## config.mk

```make
export PLATFORM = sky130hd
export DESIGN_NAME = dca_lsu_txn_scheduler
export DESIGN_NICKNAME = d
export VERILOG_FILES = /design/src/rtl/dca_lsu_txn_scheduler.sv
export SDC_FILE = /design/constraint.sdc
export NUM_CORES = 1
export LEC_CHECK = 0
export BUFFER_PORTS_ARGS = -buffer_cell sky130_fd_sc_hd__buf_2
export CORE_UTILIZATION = 45
export CTS_CLUSTER_DIAMETER = 60
export DETAILED_ROUTE_END_ITERATION = 6
export PLACE_DENSITY = 0.65
export SYNTH_ARGS = -nofsm -noshare
export SYNTH_HDL_FRONTEND = slang
export SYNTH_SLANG_ARGS = --single-unit
```

## constraint.sdc

```tcl
create_clock -name i_clk -period 10.1 [get_ports i_clk]
set_clock_uncertainty 0.1 [all_clocks]
set_input_delay 1.01 -clock i_clk [delete_from_list [all_inputs] [get_ports i_clk]]
set_output_delay 1.01 -clock i_clk [all_outputs]
set_load 0.02 [all_outputs]
```

## src/rtl/dca_lsu_txn_scheduler.sv

```systemverilog
// dca_lsu_txn_scheduler
// Walks a strided tile (base, rows, row bytes, stride) and emits one
// AXI-legal burst descriptor per cycle, splitting each row at the maximum
// burst length and at 4 KB boundaries.
module dca_lsu_txn_scheduler #(
  parameter int BW_ADDR       = 32,
  parameter int BW_AXI_DATA   = 32,
  parameter int MAX_BURST_LEN = 16,
  parameter int BW_NUM_ROW    = 16,
  parameter int BW_ROW_BYTES  = 16,
  parameter int BW_AXI_ALEN   = 8,
  parameter int BW_BITADDR    = BW_ADDR + 3,
  parameter int BW_TXN_INFO   = 2 + BW_AXI_ALEN + BW_BITADDR
) (
  input  logic                    i_clk,
  input  logic                    i_rst,
  input  logic                    i_enable,
  input  logic                    i_clear,
  input  logic                    i_cmd_valid,
  output logic                    o_cmd_ready,
  input  logic [BW_ADDR-1:0]      i_cmd_base_addr,
  input  logic [BW_ADDR-1:0]      i_cmd_row_stride,
  input  logic [BW_NUM_ROW-1:0]   i_cmd_num_row,
  input  logic [BW_ROW_BYTES-1:0] i_cmd_row_bytes,
  output logic                    o_txn_valid,
  input  logic                    i_txn_ready,
  output logic [BW_TXN_INFO-1:0]  o_txn_info,
  output logic                    o_busy,
  output logic                    o_done,
  output logic                    o_error
);

  localparam int BYTES_PER_BEAT = BW_AXI_DATA / 8;
  localparam int LOG2_BPB       = $clog2(BYTES_PER_BEAT);
  // Wide enough for a full row in beats, 4096 beats of 4 KB room and 256-beat bursts.
  localparam int BW_CNT         = ((BW_ROW_BYTES > 14) ? BW_ROW_BYTES : 14) + 1;

  localparam logic [BW_CNT-1:0]       MAX_BEATS = BW_CNT'(MAX_BURST_LEN);
  localparam logic [BW_ADDR-1:0]      ADDR_MASK = BW_ADDR'(BYTES_PER_BEAT - 1);
  localparam logic [BW_ROW_BYTES-1:0] LEN_MASK  = BW_ROW_BYTES'(BYTES_PER_BEAT - 1);

  typedef enum logic [0:0] {
    IDLE  = 1'b0,
    ISSUE = 1'b1
  } state_t;

  state_t                  r_state;
  logic [BW_ADDR-1:0]      r_row_addr;
  logic [BW_ADDR-1:0]      r_cur_addr;
  logic [BW_ADDR-1:0]      r_stride;
  logic [BW_NUM_ROW-1:0]   r_rows_left;
  logic [BW_ROW_BYTES-1:0] r_row_beats;
  logic [BW_ROW_BYTES-1:0] r_row_beats_left;
  logic                    r_done;
  logic                    r_error;

  logic [12:0]             w_4k_bytes;
  logic [BW_CNT-1:0]       w_4k_beats;
  logic [BW_CNT-1:0]       w_row_beats;
  logic [BW_CNT-1:0]       w_beats;
  logic [BW_AXI_ALEN-1:0]  w_alen;
  logic                    w_is_row_end;
  logic                    w_is_last;
  logic [BW_ADDR-1:0]      w_step;
  logic [BW_ADDR-1:0]      w_next_row;
  logic                    w_accept;
  logic                    w_misaligned;
  logic                    w_empty;
  logic [BW_ROW_BYTES-1:0] w_cmd_beats;

  assign o_cmd_ready = (r_state == IDLE) && i_enable && !i_rst && !i_clear;
  assign o_txn_valid = (r_state == ISSUE) && i_enable;
  assign o_busy      = (r_state != IDLE);
  assign o_done      = r_done;
  assign o_error     = r_error;

  assign w_accept     = o_cmd_ready && i_cmd_valid;
  assign w_misaligned = ((i_cmd_base_addr & ADDR_MASK) != '0) ||
                        ((i_cmd_row_stride & ADDR_MASK) != '0) ||
                        ((i_cmd_row_bytes & LEN_MASK) != '0);
  assign w_empty      = (i_cmd_num_row == '0) || (i_cmd_row_bytes == '0);
  assign w_cmd_beats  = i_cmd_row_bytes >> LOG2_BPB;

  // Room left before the next 4 KB boundary, in beats (1..4096/BYTES_PER_BEAT).
  assign w_4k_bytes  = 13'h1000 - {1'b0, r_cur_addr[11:0]};
  assign w_4k_beats  = BW_CNT'(w_4k_bytes >> LOG2_BPB);
  assign w_row_beats = BW_CNT'(r_row_beats_left);

  // Burst size: smallest of remaining row, max burst and 4 KB room.
  always_comb begin
    w_beats = w_row_beats;
    if (MAX_BEATS < w_beats) begin
      w_beats = MAX_BEATS;
    end
    if (w_4k_beats < w_beats) begin
      w_beats = w_4k_beats;
    end
  end

  assign w_alen       = BW_AXI_ALEN'(w_beats - BW_CNT'(1));
  assign w_is_row_end = (w_beats == w_row_beats);
  assign w_is_last    = w_is_row_end && (r_rows_left == BW_NUM_ROW'(1));
  assign w_step       = BW_ADDR'(w_beats) << LOG2_BPB;
  assign w_next_row   = r_row_addr + r_stride;

  // Descriptor is built purely from registered cursor state; zero when idle.
  assign o_txn_info = (r_state == ISSUE) ?
                      {w_is_last, w_is_row_end, w_alen, r_cur_addr, 3'b000} : '0;

  // Command accept, row/burst cursor advance and done/error pulse generation.
  always_ff @(posedge i_clk) begin
    if (i_rst || i_clear) begin
      r_state          <= IDLE;
      r_row_addr       <= '0;
      r_cur_addr       <= '0;
      r_stride         <= '0;
      r_rows_left      <= '0;
      r_row_beats      <= '0;
      r_row_beats_left <= '0;
      r_done           <= 1'b0;
      r_error          <= 1'b0;
    end else begin
      r_done  <= 1'b0;
      r_error <= 1'b0;
      if (i_enable) begin
        case (r_state)
          IDLE: begin
            if (w_accept) begin
              if (w_misaligned) begin
                r_error <= 1'b1;
              end else if (w_empty) begin
                r_done <= 1'b1;
              end else begin
                r_row_addr       <= i_cmd_base_addr;
                r_cur_addr       <= i_cmd_base_addr;
                r_stride         <= i_cmd_row_stride;
                r_rows_left      <= i_cmd_num_row;
                r_row_beats      <= w_cmd_beats;
                r_row_beats_left <= w_cmd_beats;
                r_state          <= ISSUE;
              end
            end
          end
          ISSUE: begin
            if (i_txn_ready) begin
              if (w_is_last) begin
                r_state          <= IDLE;
                r_done           <= 1'b1;
                r_rows_left      <= '0;
                r_row_beats_left <= '0;
              end else if (w_is_row_end) begin
                r_row_addr       <= w_next_row;
                r_cur_addr       <= w_next_row;
                r_row_beats_left <= r_row_beats;
                r_rows_left      <= r_rows_left - BW_NUM_ROW'(1);
              end else begin
                r_cur_addr       <= r_cur_addr + w_step;
                r_row_beats_left <= r_row_beats_left - BW_ROW_BYTES'(w_beats);
              end
            end
          end
          default: r_state <= IDLE;
        endcase
      end
    end
  end

endmodule
```

==> impl_metrics.toml, run 1 <==
[synth]
synthArstFlopShare_pct = 0
synth_edf_count = 0
synth.avg_cell_area_um2 = 7.660
synth_area_leaders = "dfxtp_1 27%, ha_1 8.1%, a21oi_1 6.2%, nor2_1 5.7%, mux2i_1 4.7%"
ys_seq_area_share_pct = 27.01
ys.flop_type = "dfxtp_1"
synth_top_cell_area_share_pct = 27.01
ys_warn_count = 0
ys_types = 89
syn_inst = 1403
netlist_area_mm2 = 0.01075
yosysTopAreaCell = "dfxtp_1"
yosys_register_bits = 145

[power_and_ir_drop]
ir_drop_uv = 135.6
p_leak_nw = 5.576
powerDensity_mw_per_mm2 = 107.7

[routing]
firstDrtPassIters = 5
via_per_inst = 5.880
routed-via-count = 10870
wl_met1_um = 15950
drc = 0
dr_wl_met3_um = 2426
wl_met2_um = 14590
highest_layer = "met4"
drt_iter0_markers = 1044
drtAntennaViolNets = 0
wire_per_inst_um = 18.33
routed_wl_um = 33870

[clocking]
cts_made_buffers = 17
cts_root_buf = "clkbuf_16"
insertion_delay_ns = 0.43
cts_resized = 0
htreeDepth = 4
cts_tree = "yes"
cts.clk_slew.worst_paths_ns = 0.06
clk_path_buf_depth = 2
ctsHoldBuffers = 0
cts_sinks = 145
post_cts_buffers = 0

[timing]
setup_tns_ns = 0
worstMarginPinSlew_ns = 0.9545
hold_viol = 0
slew_headroom_pct = 36.37
post-route-min-period_ns = 7.915
slew_viol_final = 0
hold_ws_ns = 0.3799
fmax_ghz = 0.1263
finalSetupViolations = 0
rsz0062_at_grt = "false"
period_share_pct = 78.37

[global_routing]
grt_usage_pct = 27.76
antenna_found_initial = 0
grt-ovfl-total = 0
first_global_vias = 9723
grt_max_degree = 65
grt_pass1_wl_um = 52760

[finish]
fin_cells = 1848
drive_above_1_share_pct = 14.72
utilization_pct = 52.54
fill_cells = 2259
finalNetCount = 1689
area_growth_pct = 14.75
antenna_cells = 0
finalInstanceArea_mm2 = 0.01233

[die]
rows = 56
core_area_mm2 = 0.02347
io_pins = 152
dieWidth_um = 156.5
die_h_um = 156.5
start_util_pct = 45.78
die_area_mm2 = 0.02450

[place]
port_buffers = 148
dp_cells = 1816
place_congestion = 0.9309
postPlaceCellArea_mm2 = 0.01172
dp_hpwl_um = 25390

[critical_path]
crit_arrival_ns = 6.81
cp_max_fo = 23
cp.required_ns = 8.99
critical_path_class = "register to output pin"
endpoint_kind = "output pin"
cp-start-kind = "register"

[min_path]
worstHoldPathType = "register to register"

[outcome]
status = "complete, no violations"

[job]
maxCapViolCount = 0
==> layer usage <==
metal	up-vias	track usage (%)
li1	5307	-
met1	5103	40.46
met2	401	41.84
met3	55	3.074
met4	0	9.944
met5	-	0
==> cell usage in the layout, fill, tap and decap left out, types with 8 or more instances in the layout <==
cell type,n
a21o_1,29
conb_1,18
nand2_1,113
a31oi_1,24
nor3_1,32
nand3_1,23
nor2b_1,17
ha_1,70
and2_1,41
o21a_1,23
nand4_1,13
a22oi_1,9
inv_1,44
a211oi_1,23
buf_2,148
dfxtp_1,144
xnor2_1,38
o211ai_1,18
nor4_1,20
clkbuf_16,18
buf_4,13
xor2_1,28
a221oi_1,8
o21ai_0,88
nor2_1,160
mux2i_1,50
nand2b_1,14
and3_1,18
o221ai_1,8
a21oi_1,133
==> cell families after synthesis <==
group           count (synthesis)  synth area share, %
simple gates                  483                21.47
compound gates                454                27.73
flops                         145                27.01
buf+inv                       128                4.913
fa+ha+maj                      74                8.627
xor+xnor                       66                5.379
mux                            51                4.797
other cells                     2              0.06988
==> cell type report <==
type | count | area [um2] | area share (%)
clock buffers | 20 | 457.9 | 3.713
repair buffers | 161 | 838.3 | 6.798
inverters | 45 | 168.9 | 1.370
multi-input cells | 1146 | 7403 | 60.03
flip-flops and latches | 145 | 2907 | 23.57
clock inverters | 12 | 157.7 | 1.278
well taps | 319 | 399.1 | 3.237
==> report_power, final <==
part           switching (W)  internal, W  total (W)
clock network       0.000260     0.000404   0.000664
registers        0.000000288     0.000572   0.000572
logic              0.0000566    0.0000351  0.0000918
total               0.000317      0.00101    0.00133
==> metrics by stage <==
stage	power [W]	worst slack [ns]
after detailed placement	0.0006745	2.677
after CTS	0.001332	2.243
after global routing	0.001368	1.766
after floorplan	0.0006342	3.443
final	0.001328	2.185
after global placement	0.0006739	2.921
==> path summary, 6_finish.rpt <==
path / from / end / slack, ns / depth (start not counted)
setup / recovery: r_cur_addr[2] / o_txn_info[44] / 2.18 / 24
hold / removal: r_row_addr[31] / r_row_addr[31] / 0.38 / 2
setup reg to reg: r_cur_addr[2] / r_cur_addr[2] / 2.54 / 27
hold reg to reg: r_row_addr[31] / r_row_addr[31] / 0.38 / 2
==> sequential cells by signal (all words and copies together), names as in the netlist <==
signal,cells
r_rows_left,16
o_done,1
r_row_beats,14
r_stride,32
r_cur_addr,32
r_row_addr,32
r_row_beats_left,16
o_busy,1
o_error,1
==> cells in the mapped netlist (all sizes together) (14+ instances only) <==
cell type / number
nor2b: 17
nor2: 165
dfxtp: 145
nand2b: 14
ha: 70
xor2: 28
a21oi: 134
a21o: 29
o21a: 23
a31oi: 26
o21ai: 96
buf: 22
a211oi: 23
and3: 18
nor4: 20
clkbuf: 61
nand2: 113
inv: 45
and2: 43
nand3: 24
mux2i: 50
xnor2: 38
o211ai: 19
nor3: 34
==> critical path, cell delays in order, from the launching register on <==
cell and delay [ns]:
dfxtp_1 0.36, nor3_2 0.27, nand2b_1 0.14, or3_1 0.45, nor3_1 0.30, nand2b_1 0.18, nor3_1 0.29, xnor2_1 0.20
ha_1 0.28, a21o_1 0.19, a21oi_4 0.22, nor3b_4 0.31, a22o_2 0.44, and2_1 0.21, inv_1 0.05, ha_1 0.39
nand4_1 0.16, or2_2 0.32, inv_1 0.09, nand4_1 0.09, a221o_1 0.33, or2_1 0.22, buf_4 0.22, nor3_2 0.39
buf_2 0.25
No activity file was read; power rests on OpenSTA's default activity.
==> run 2: changes to the inputs <==
--- a/config.mk
+++ b/config.mk
@@ -9,7 +9,7 @@
 export CORE_UTILIZATION = 45
 export CTS_CLUSTER_DIAMETER = 60
 export DETAILED_ROUTE_END_ITERATION = 6
-export PLACE_DENSITY = 0.65
+export PLACE_DENSITY = 0.68
 export SYNTH_ARGS = -nofsm -noshare
 export SYNTH_HDL_FRONTEND = slang
 export SYNTH_SLANG_ARGS = --single-unit
==> constraint.sdc (replaced) <==
create_clock -name i_clk -period 6.6 [get_ports i_clk]
set_clock_uncertainty 0.1 [all_clocks]
set_input_delay 0.66 -clock i_clk [delete_from_list [all_inputs] [get_ports i_clk]]
set_output_delay 0.66 -clock i_clk [all_outputs]
set_load 0.02 [all_outputs]
==> run 2 against run 1 <==
  * Setup slack lost 2.0 ns
  * Flip-flop and latch count is the same
  * Combinational power grew 62%
  * Highest routed layer unchanged
==> impl_metrics.toml, run 2 (synthesis gave the netlist of run 1 again) <==
[outcome]
status = "complete, no violations"

[timing]
post-route-min-period_ns = 6.367
finalSetupViolations = 0
slew_viol_final = 0
period_share_pct = 96.47
hold_ws_ns = 0.3593
slew_headroom_pct = 42.76
fmax_ghz = 0.1571
hold_viol = 0
worstMarginPinSlew_ns = 0.8586

[critical_path]
crit_cells = 23
crit_start = "r_cur_addr[1]"
cp.required_ns = 5.84
cp-start-kind = "register"
r2r-start = "r_cur_addr[1]"
slowest_delay_ns = 0.38
critical_path_class = "register to output pin"
cp_max_fo = 5
crit_arrival_ns = 5.61
path_cells = "nor3_4 > nand2b_1 > or3_4 > nor3_4 > nand2b_4 > nor3_2 > xnor2_1 > ha_1 > a21o_1 > a21oi_4 > nor3b_4 > a22o_4 > and2_1 > inv_1 > ha_1 > nand4_1 > or2_2 > inv_1 > nand4_1 > a221o_1 > or2_4 > nor3_4 > buf_6"
cp_slowest_cell = "a221o_1"
worstRegToRegCells = 26
cpMostUsedCell = "nor3_4"
crit_buf_inv = 3
endpoint_kind = "output pin"
cp_top_family = "simple AND/OR/NAND/NOR gates"

[finish]
mostFrequentLayoutCells = "159 x nor2_1, 147 x buf_2, 144 x dfxtp_1"
top_regs = "r_cur_addr: 32 flops, r_row_addr: 32 flops, r_stride: 32 flops"
finalNetCount = 1725
antenna_cells = 0
area_growth_pct = 18.98
finalInstanceArea_mm2 = 0.01279
drive_above_1_share_pct = 17.51
final_common_cell = "nor2_1"

[power_and_ir_drop]
p_leak_nw = 5.837
ir_drop_uv = 175.7
powerDensity_mw_per_mm2 = 169.2

[clocking]
cts_made_buffers = 17
cts_root_buf = "clkbuf_16"
cts.clk_slew.worst_paths_ns = 0.06
htreeDepth = 4
cts_tree = "yes"
clk_path_buf_depth = 2
cts_sinks = 145
insertion_delay_ns = 0.43

[routing]
drc = 0
dr_wl_met3_um = 2421
drtAntennaViolNets = 0
routed_wl_um = 34010
via_per_inst = 5.895
routed-via-count = 11110
drt_iter0_markers = 883
wire_per_inst_um = 18.05
firstDrtPassIters = 5
highest_layer = "met4"
wl_met2_um = 14600
wl_met1_um = 15930

[place]
port_buffers = 148
postPlaceCellArea_mm2 = 0.01189
place_congestion = 0.9473
dp_hpwl_um = 25320

[global_routing]
antenna_found_initial = 0
grt_usage_pct = 28.09
grt-ovfl-total = 0
first_global_vias = 9988
grt_pass1_wl_um = 53790
grt_max_degree = 74

[die]
die_h_um = 156.5
core_area_mm2 = 0.02347
dieWidth_um = 156.5
die_area_mm2 = 0.02450
rows = 56
io_pins = 152
start_util_pct = 45.78

[job]
maxCapViolCount = 0

[min_path]
min_from = "i_cmd_row_stride[8]"
min_path_cells = 3
worstHoldPathType = "primary input to register"
==> run 2: cell count changes in the layout (fill, tap and decap cells not counted), moves of 3 or more <==
cell        delta
buf_4         +35
nor3_4         +3
bufinv_16      +3
clkinv_4       -4
clkbuf_8       +4
clkinvlp_4     -3
==> run 2: layout make-up <==
type                    instances  area [um2]
clock buffers                  23       488.0
clock inverters                 9       198.9
fillers                      2246       10690
inverters                      45       171.4
multi-input cells            1147        7515
flip-flops and latches        145        2907
well taps                     319       399.1
repair buffers                196        1107
==> run 2: final timing paths <==
path	end	slack [ns]
min	r_stride[8]	0.36
max	o_txn_info[44]	0.23
min reg2reg	r_row_addr[31]	0.37
max reg2reg	r_rows_left[11]	0.37
==> run 2: repair_timing <==
action	CTS	global route
hold buffers	0	0
pin swaps	1	7
gates cloned	0	1
buffers inserted	2	9
endpoints found under the hold margin	0	0
endpoints found under the setup margin	36	78
resized for setup	7	17
==> run 2: worst reg2reg max path, stage by stage (launching register included) <==
cell and delay (ns):
dfxtp_1 0.35, nor3_4 0.23, nand2b_1 0.12, or3_4 0.36
nor3_4 0.32, nand2b_4 0.12, nor3_2 0.17, xnor2_1 0.17
ha_1 0.27, a21o_1 0.19, a21oi_4 0.15, nor3b_4 0.31
a22oi_2 0.16, buf_4 0.18, mux2i_2 0.38, ha_1 0.35
and4b_1 0.21, nand4_1 0.11, a221o_1 0.26, or2_4 0.19
buf_4 0.27, nor2_1 0.11, nor2_2 0.48, nand2_1 0.17
o32ai_1 0.26, a22oi_1 0.12, nor2_1 0.09
==> run 2: report_power, final <==
part           total (W)  switching (W)  leakage, nW  internal [W]
sequential      0.000875    0.000000373         1.17      0.000875
combinational   0.000149      0.0000891         4.33     0.0000597
clock            0.00114       0.000389        0.338      0.000750
total            0.00216       0.000478         5.84       0.00168
==> run 2: through the flow <==
| step | total power, W | utilization (%) | cells | setup slack [ns] | setup TNS, ns |
|---|---|---|---|---|---|
| 3_3_place_gp | 0.001033 | 50.66 | 1840 | 0.08585 | 0 |
| 5_1_grt | 0.002222 | 54.47 | 1884 | -0.05142 | -0.1569 |
| 2_1_floorplan | 0.0009706 | - | 1419 | 0.05361 | 0 |
| 6_report | 0.002163 | 54.47 | 1884 | 0.2329 | 0 |
| 4_1_cts | 0.002160 | 53.79 | 1874 | 0.007006 | 0 |
| 3_5_place_dp | 0.001033 | 50.66 | 1840 | -0.1188 | -1.772 |
==> run 2: routing by layer <==
| metal | vias up | track usage [%] |
|---|---|---|
| li1 | 5391 | - |
| met1 | 5211 | 40.08 |
| met2 | 437 | 42.28 |
| met3 | 68 | 4.292 |
| met4 | 0 | 10.64 |
| met5 | - | 0 |
==> run 3: changes to the inputs <==
--- a/config.mk
+++ b/config.mk
@@ -10,6 +10,7 @@
 export CTS_CLUSTER_DIAMETER = 60
 export DETAILED_ROUTE_END_ITERATION = 6
 export PLACE_DENSITY = 0.68
+export REMOVE_ABC_BUFFERS = 1
 export SYNTH_ARGS = -nofsm -noshare
 export SYNTH_HDL_FRONTEND = slang
 export SYNTH_SLANG_ARGS = --single-unit
==> run 3 against run 2 <==
  * First-iteration DRC count decreased by 5.3%
  * Design area decreased by 0.75%
  * Routed wire length decreased by 2.7%
  * Fmax increased by 1.8%
  * Via count decreased by 1.7%
  * Final cell count increased by 0.11%
  * Clock power decreased by 7%
  * Utilization decreased by 0.41 points
  * Sequential power about the same
  * Largest power group unchanged
  * Critical path depth unchanged
  * Clock-buffer cell count decreased by 6
  * Sequential share of layout area increased by 0.17 points
==> impl_metrics.toml, run 3 (synthesis gave the netlist of run 1 again) <==
[outcome]
status = "complete, no violations"

[routing]
routed-via-count = 10910
drt_iter0_markers = 836
drtAntennaViolNets = 0
routed_wl_um = 33100
firstDrtPassIters = 5
drc = 0
wire_per_inst_um = 17.55
via_per_inst = 5.786

[die]
rows = 56
dieWidth_um = 156.5
core_area_mm2 = 0.02347
die_area_mm2 = 0.02450
die_h_um = 156.5
io_pins = 152
start_util_pct = 45.78

[clocking]
cts_tree = "yes"
clk_path_buf_depth = 2
cts.clk_slew.worst_paths_ns = 0.07
cts_root_buf = "clkbuf_16"
htreeDepth = 4
cts_made_buffers = 17
insertion_delay_ns = 0.42
cts_sinks = 145

[finish]
final_common_cell = "nor2_1"
area_growth_pct = 18.08
ff_latch_area_mm2 = 0.002907
antenna_cells = 0
finalNetCount = 1727
fill_cells = 2320
top_regs = "r_cur_addr: 32 flops, r_row_addr: 32 flops, r_stride: 32 flops"
multi_input_area_mm2 = 0.007457
mostFrequentLayoutCells = "159 x nor2_1, 148 x buf_2, 144 x dfxtp_1"
drive_above_1_share_pct = 17.23
utilization_pct = 54.06

[critical_path]
cp.required_ns = 5.84
endpoint_kind = "output pin"
crit_arrival_ns = 5.50
critical_path_class = "register to output pin"
cp_slowest_cell = "or3_1"
worstRegToRegCells = 28
cp_max_fo = 7
path_cells = "nor3_4 > nand2b_1 > or3_1 > buf_4 > nor2_2 > xnor2_1 > ha_1 > a211oi_1 > nor2_1 > buf_4 > nor3b_4 > a22oi_2 > nand2_1 > o21ai_0 > ha_1 > nand4_1 > or2_2 > inv_1 > nand4_1 > a221o_1 > or2_1 > nor3_4 > buf_2"
slowest_delay_ns = 0.38
cp-start-kind = "register"

[global_routing]
grt-ovfl-total = 0
grt_pass1_wl_um = 51360
first_global_vias = 9834
gr-usage-met3_pct = 2.935
grt_use_met1_pct = 36.71
met2_usage_pct = 44.09
antenna_found_initial = 0
grt_usage_pct = 26.63
grt_max_degree = 77
busiest_layer = "met2"

[min_path]
worstHoldPathType = "primary input to register"
min_path_cells = 3

[timing]
slew_headroom_pct = 37.86
period_share_pct = 94.80
slew_viol_final = 0
hold_ws_ns = 0.3637
finalWorstSetupSlack_ns = 0.3431
hold_viol = 0
finalSetupViolations = 0
post-route-min-period_ns = 6.257
setup_tns_ns = 0
fmax_ghz = 0.1598
worstMarginPinSlew_ns = 0.9235

[power_and_ir_drop]
ir_drop_uv = 166.3
p_leak_nw = 5.807
powerDensity_mw_per_mm2 = 163.9

[place]
dp_slack_ns = -0.001997
dp_hpwl_um = 24020
port_buffers = 148
place_congestion = 0.9122

[job]
maxCapViolCount = 0
[run 3: cell count changes in the layout (fill, tap and decap cells not counted), moves of 2 or more]
| cell | change |
|---|---|
| clkbuf_1 | -2 |
| bufinv_16 | -2 |
| inv_6 | +4 |
| clkbuf_8 | -4 |
| ha_1 | +2 |
| clkinv_4 | +2 |
| buf_4 | +2 |
| ha_4 | -2 |
[run 3: worst paths after layout]
path | startpoint | to | slack [ns]
max | r_cur_addr[1] | o_txn_info[44] | 0.34
min | i_cmd_row_stride[31] | r_stride[31] | 0.36
max reg2reg | r_cur_addr[1] | r_row_beats_left[3] | 0.56
min reg2reg | r_row_addr[19] | r_row_addr[19] | 0.37
[run 3: power by group]
group          internal [W]  switching [W]
Sequential         0.000875    0.000000371
Clock              0.000640       0.000423
Combinational     0.0000599      0.0000824
Total               0.00157       0.000505
[run 3: metrics by stage]
step | area, um2 | instances | total power, W
final | 12690 | 1886 | 0.002079
after detailed placement | 11930 | 1844 | 0.001030
after floorplan | 10450 | 1336 | 0.0009655
after CTS | 12580 | 1878 | 0.002084
after global routing | 12690 | 1886 | 0.002137
after global placement | 11930 | 1844 | 0.001029
[run 3: cell type report]
cell class | count | share of cell area [%]
Clock buffer | 17 | 3.352
Clock inverter | 15 | 1.617
Inverter | 45 | 1.331
Multi-Input combinational cell | 1146 | 58.77
Sequential cell | 145 | 22.90
Tap cell | 319 | 3.145
Timing Repair Buffer | 199 | 8.884
[run 3: what timing repair did]
action	4_1_cts	5_1_grt
setup endpoints to repair	8	62
pin swaps	0	4
hold buffers	0	0
buffers inserted	2	8
resized for setup	2	9
[run 3: critical path, delay by kind of cell, from the launching register on]
family / cells / cell delay, ns
flip-flops: 1 / 0.35
adder cells (fa/ha/maj): 2 / 0.67
AND/OR/NAND/NOR: 12 / 2.33
AO/OA/AOI/OAI: 4 / 0.87
buffers and inverters: 4 / 0.64
XOR/XNOR: 1 / 0.20
[run 3: routing by layer]
layer  vias up  share of wire (%)
li1       5388                  -
met1      5163                 48
met2       330                 46
met3        32                4.7
met4         0                1.4
met5         -                  0
